$ cat config.mk
export PLATFORM = sky130hd
export DESIGN_NAME = thumb_prefetch
export DESIGN_NICKNAME = d
export VERILOG_FILES = /design/src/rtl/thumb_prefetch.sv
export SDC_FILE = /design/constraint.sdc
export NUM_CORES = 1
export LEC_CHECK = 0
export BUFFER_PORTS_ARGS = -buffer_cell sky130_fd_sc_hd__buf_2
export CAP_MARGIN = 20
export CELL_PAD_IN_SITES_DETAIL_PLACEMENT = 2
export CELL_PAD_IN_SITES_GLOBAL_PLACEMENT = 2
export CORE_MARGIN = 2
export CORE_UTILIZATION = 40
export DETAILED_ROUTE_END_ITERATION = 10
export GPL_ROUTABILITY_DRIVEN = 0
export PLACE_DENSITY_LB_ADDON = 0.1
export SETUP_SLACK_MARGIN = 0.1
export SKIP_CTS_REPAIR_TIMING = 1
export SLEW_MARGIN = 10
export SYNTH_ARGS = -nofsm -noshare
export SYNTH_HDL_FRONTEND = slang
export SYNTH_SLANG_ARGS = --single-unit
export TNS_END_PERCENT = 10
$ cat constraint.sdc
create_clock -name clk -period 5.4 [get_ports clk]
set_input_delay 1.08 -clock clk [delete_from_list [all_inputs] [get_ports clk]]
set_output_delay 1.08 -clock clk [all_outputs]
set_load 0.005 [all_outputs]
$ cat src/rtl/thumb_prefetch.sv
// rtl/thumb_prefetch.sv - Thumb instruction prefetch buffer with halfword FIFO and branch redirect
module thumb_prefetch #(
    parameter int          BUS_WIDTH = 32,
    parameter int          DEPTH     = 8,
    parameter logic [31:0] RESET_PC  = 32'h0800_0000
) (
    input  logic                 clk,
    input  logic                 reset,
    output logic                 mem_req,
    output logic [31:0]          mem_addr,
    input  logic                 mem_rvalid,
    input  logic [BUS_WIDTH-1:0] mem_rdata,
    output logic [31:0]          instr,
    output logic                 instr_is32,
    output logic [31:0]          instr_pc,
    output logic                 instr_valid,
    input  logic                 instr_ready,
    input  logic                 branch_valid,
    input  logic [31:0]          branch_target
);
    localparam int BEATS = BUS_WIDTH / 16;
    localparam int OFFW  = $clog2(BUS_WIDTH / 8);
    localparam int SKW   = OFFW - 1;
    localparam int PW    = $clog2(DEPTH);
    localparam int CW    = PW + 1;
    localparam logic [31:0]   ALIGN_MASK = ~32'(BUS_WIDTH / 8 - 1);
    localparam logic [31:0]   STRIDE     = 32'(BUS_WIDTH / 8);
    localparam logic [CW-1:0] FILL_LIMIT = CW'(DEPTH - BEATS);

    logic [15:0]    hw_q [DEPTH];
    logic [31:0]    pc_q [DEPTH];
    logic [PW-1:0]  rd_ptr_q, wr_ptr_q;
    logic [CW-1:0]  count_q, count_d;
    logic [31:0]    fetch_addr_q, mem_addr_q;
    logic [SKW-1:0] skip_q;
    logic           outstanding_q, drop_q, mem_req_q;

    logic [15:0]   hw0, hw1;
    logic          head_lead, rvalid_ok, push_en, issue;
    logic [CW-1:0] push_n, pop_n;

    always_comb begin
        hw0         = hw_q[rd_ptr_q];
        hw1         = hw_q[rd_ptr_q + PW'(1)];
        head_lead   = (hw0[15:13] == 3'b111) && (hw0[12:11] != 2'b00);
        // a lone 32-bit lead waits for its second half rather than being split
        instr_valid = (count_q >= CW'(2)) || ((count_q == CW'(1)) && !head_lead);
        instr_is32  = instr_valid && head_lead;
        instr       = !instr_valid ? 32'h0 : (head_lead ? {hw0, hw1} : {16'h0, hw0});
        instr_pc    = instr_valid ? pc_q[rd_ptr_q] : 32'h0;

        // rvalid with nothing outstanding (e.g. a read killed by reset) is ignored
        rvalid_ok = mem_rvalid && outstanding_q;
        push_en   = rvalid_ok && !drop_q && !branch_valid;
        push_n    = push_en ? (CW'(BEATS) - CW'(skip_q)) : '0;
        pop_n     = (instr_valid && instr_ready) ? (head_lead ? CW'(2) : CW'(1)) : '0;
        count_d   = count_q + push_n - pop_n;
        issue     = !branch_valid && (!outstanding_q || rvalid_ok) && (count_d <= FILL_LIMIT);
    end

    always_ff @(posedge clk) begin
        if (reset) begin
            rd_ptr_q      <= '0;
            wr_ptr_q      <= '0;
            count_q       <= '0;
            fetch_addr_q  <= RESET_PC & ALIGN_MASK;
            mem_addr_q    <= RESET_PC & ALIGN_MASK;
            skip_q        <= RESET_PC[OFFW-1:1];
            outstanding_q <= 1'b0;
            drop_q        <= 1'b0;
            mem_req_q     <= 1'b0;
        end else begin
            mem_req_q <= issue;
            if (issue) begin
                mem_addr_q    <= fetch_addr_q;
                fetch_addr_q  <= fetch_addr_q + STRIDE;
                outstanding_q <= 1'b1;
            end else if (rvalid_ok) begin
                outstanding_q <= 1'b0;
            end

            if (branch_valid) begin
                rd_ptr_q     <= '0;
                wr_ptr_q     <= '0;
                count_q      <= '0;
                fetch_addr_q <= branch_target & ALIGN_MASK;
                skip_q       <= branch_target[OFFW-1:1];
                // a read still in flight after this edge returns stale data
                drop_q       <= outstanding_q && !rvalid_ok;
            end else begin
                count_q  <= count_d;
                rd_ptr_q <= rd_ptr_q + PW'(pop_n);
                wr_ptr_q <= wr_ptr_q + PW'(push_n);
                if (rvalid_ok) begin
                    drop_q <= 1'b0;
                    if (!drop_q) begin
                        skip_q <= '0;
                    end
                end
            end

            if (push_en) begin
                for (int b = 0; b < BEATS; b++) begin
                    if (b >= int'(skip_q)) begin
                        hw_q[wr_ptr_q + PW'(b - int'(skip_q))] <= mem_rdata[16*b +: 16];
                        pc_q[wr_ptr_q + PW'(b - int'(skip_q))] <= mem_addr_q + 32'(2 * b);
                    end
                end
            end
        end
    end

    assign mem_req  = mem_req_q;
    assign mem_addr = mem_addr_q;
endmodule

==> flow_results.org <==
** Status
- The flow ran to the end, and the final reports show no timing, DRC or antenna violations.

** Floorplan
- For this configuration, the core starts out at a cell density of 40.51%.
- Placeable core area :: 51410 µm²
- Die Area :: 53900 µm²
- After floorplanning, the core was divided into 83 placement rows.
- X dimension of the die :: approximately 230 µm
- From bottom edge to top edge, the die measures 232.2 µm.
- I/O pins :: between 150 and 200

** GRT
- For this run the aggregate overflow at the end of global routing stands at 0.
- Global-route usage over all layers :: between 20% and 30%
- Via count of the first global-routing pass :: around 14000
- Number of antenna violations at the first check in global routing :: 2
- Wire length of the first global-routing pass :: 91140 µm
- Largest net degree at the start of global routing :: 61

** Placed design
- Timing analysis after detailed placement gives a worst setup slack of 90.04 ps.
- PortBufs :: 163
- Cell count after placement :: 2100
- Detailed placement finished with a half-perimeter wire length of 37780 µm.

** Synthesis
- Mean instance size in the synthesized netlist :: 16.17 µm²
- Number of distinct library cells after synthesis :: 56
- After synthesis, the share of flip-flops with an asynchronous set or reset is 0%.
- After synthesis, flip-flops and latches occupy 61.34% of the total area.
- Number of warnings reported in the yosys synthesis log :: 0
- Synthesis inferred 450 register bits.
- EDFF count, synth :: between 300 and 400
- Predominant post-synthesis flop cell :: edfxtp_1
- After technology mapping, the gate count stands at 1288.
- The synthesized netlist occupies a cell area of 20820 µm².

** CTS
- The clock reaches the later pin of the worst-skew pair after ~600 ps.
- CTS tree :: done
- Clk root buf :: clkbuf_16
- In this run the deepest clock path goes through 3 buffers.
- CTS saw 450 sinks.
- Counting the buffers created by CTS gives between 50 and 60.
- Level count of the clock H-tree :: 2
- After clock tree synthesis, the clock-pin slew on the worst setup and hold paths is ~60 ps.

** Critical path
- The largest individual stage delay along the critical path comes from the cell dfxtp_4.
- The worst setup path is captured at a flop.
- Counting cells, the worst reg-to-reg path comes to 15.
- Required time reported for the critical path endpoint :: a little under 6000 ps
- Cell-by-cell listing of the critical path :: buf_4, mux4_2, mux2i_1, a2111oi_4, nand2_1, inv_1, nand2_1, fa_1, inv_1, fa_1, nand2b_1, o2111ai_2, or3_4, or4_1, a311oi_1
- The critical path is of the reg2reg type.
- Worst Setup Start Kind :: flop
- Data arrival time of the critical path :: 5480 ps
- Worst-path maximum fanout :: 18
- In this design, the stage delay of the slowest critical-path cell is 530 ps.

** Route
- Iteration-0 DRC Markers :: 787
- Ratio of routed vias to standard cells :: 5.717
- Remaining routing DRC violations :: 0
- Wire length per cell after detailed routing :: 27.52 µm
- Once detail routing completed, the nets flagged for antenna violations numbered 0.
- Total wirelength of the detailed-routed design :: 60500 µm
- Initial DRT Pass Iterations :: 5
- Across all layers, the routed design uses 12570 vias.

** Cells and area
- Diode count :: 0
- Share of layout cells above drive strength 1 :: 38.41%
- Relative to the synthesized area, the layout overhead comes to 17.14%.
- Non-filler instance count after layout :: 2198
- Final-stage net count :: 1561

** Power and ir drop
- For this design the ratio of total power to cell area is around 400 nW/µm².
- The analysis attributes to cell leakage a power of 0.008271 µW.
- The worst-case IR drop observed on VDD is 0.2799 mV.

** STA
- Final slew viol count :: 0
- Final cycle utilization of the critical path :: 92.24%
- The number of hold violations in the final report is 0.
- Final critical delay including setup and external delays :: roughly 5000 ps
- On the final layout, the worst clock skew is 27.02 ps.
- Setup slack closes at 419.0 ps.
- Setup violations remaining at the end of the flow were counted as 0.
- Highest achievable clock rate :: 0.2008 GHz
- Worst slew margin relative to its limit :: 36.80%
- Slew at the pin with the worst max-slew slack :: 948.0 ps
- Setup repair after global routing could not meet its margin everywhere.

** Run
- Count of max-cap constraint violations :: 0

** Min path
- Count of cells along the worst hold path :: 2
- The tightest min-delay check is of the reg2reg type.
-- report_power, final --
group          internal, µW  total (µW)  switching [µW]
sequential             3980        4200             214
combinational           925        2180            1250
clock                  2080        3480            1400
-- final cells by class --
type | instances | area, µm²
fill | 4794 | 27010
tap | 680 | 850.8
multi-input combinational | 720 | 7696
inverter | 39 | 146.4
clock inverter | 27 | 234.0
sequential | 450 | 12780
clock buffer | 70 | 1461
timing repair buffer | 212 | 1221
-- cells in the final DEF, fill, tap and decap left out, drive strengths merged, types with 30 or more instances in the layout --
cell type | netlist | routed
nor2 | 110 | 110
mux2 | 146 | 146
clkbuf | 45 | 70
mux2i | 81 | 81
buf | 36 | 212
edfxtp | 376 | 376
mux4 | 126 | 126
inv | 38 | 38
nand2 | 30 | 30
dfxtp | 74 | 74
-- metal layers --
metal	up-vias	GRT usage [%]	wire, µm
met5	-	0	23
met4	4	5.829	1190
met3	81	3.438	2588
met2	276	38.84	30110
met1	6678	30.81	26590
li1	5528	-	-
-- path summary, 6_finish.rpt --
kind                              start                       endpoint  slack, ps
min reg2reg  outstanding_q$_SDFFE_PP0P_            drop_q$_SDFFE_PP0P_        510
max reg2reg      rd_ptr_q[0]$_SDFF_PP0_  fetch_addr_q[26]$_SDFFE_PP0P_        420
max              rd_ptr_q[0]$_SDFF_PP0_  fetch_addr_q[26]$_SDFFE_PP0P_        420
min          outstanding_q$_SDFFE_PP0P_            drop_q$_SDFFE_PP0P_        510
-- sequential cells by signal (all words and copies together), names as in the netlist, 3 cells and up --
signal and flops:
rd_ptr_q 3, fetch_addr_q 30, count_q 4, pc_q 248, mem_addr 30, hw_q 128, wr_ptr_q 3
-- cell usage after synthesis (all sizes together) (2+ instances only) --
cell	n	area [µm²]
a2111oi	11	115.1
a211oi	10	75.07
a21oi	8	40.04
a311oi	15	131.4
and2	3	18.77
and3	6	37.54
and4	6	52.55
buf	36	183.9
clkbuf	45	168.9
dfxtp	74	1481
edfxtp	376	11290
fa	5	100.1
ha	12	150.1
inv	38	142.6
mux2	146	1644
mux2i	81	810.8
mux4	126	2838
nand2	30	112.6
nand2b	5	31.28
nand3	23	115.1
nand4	7	43.79
nor2	110	417.9
nor2b	2	12.51
nor3	12	60.06
nor4	7	50.05
nor4b	4	35.03
o2111ai	2	23.77
o211a	2	20.02
o211ai	4	30.03
o21ai	14	70.07
o22ai	4	25.02
o311a	2	20.02
o31ai	19	142.6
or2	3	18.77
or3	8	50.05
or4	9	67.56
xnor2	6	52.55
xor2	7	68.82
-- stage by stage --
| stage | setup TNS [ps] | utilization, % | power (µW) | hold slack (ps) | area, µm² |
|---|---|---|---|---|---|
| floorplan | -40190 | - | 5510 | 479.1 | 20830 |
| CTS | 0 | 47.39 | 9990 | 518.2 | 24360 |
| global placement | 0 | 44.09 | 6401 | 495.7 | 22670 |
| detailed placement | 0 | 44.09 | 6482 | 510.1 | 22670 |
| finish | 0 | 47.45 | 9854 | 512.0 | 24390 |
| global route | 0 | 47.45 | 10320 | 550.3 | 24390 |
-- cells by family (layout without fill, tap and decap cells) --
family          after synthesis  after routing  share of synthesized area, %
compound gates               97             97                         3.575
flops                       450            450                         61.34
buf+inv                     120            348                         2.397
mux                         353            353                         25.42
simple gates                237            237                         5.474
xor+xnor                     13             13                        0.5828
fa+ha+maj                    17             17                         1.202
other cells                   1              3                       0.01801
-- worst max-delay path: cells and delay by family (launching register included) --
kind            cells  cell delay (ps)
buf+inv             3              510
fa+ha+maj           2             1020
flops               1              530
mux                 2              400
simple gates        5             1460
compound gates      3              940
(Power assumes the default switching activity.)
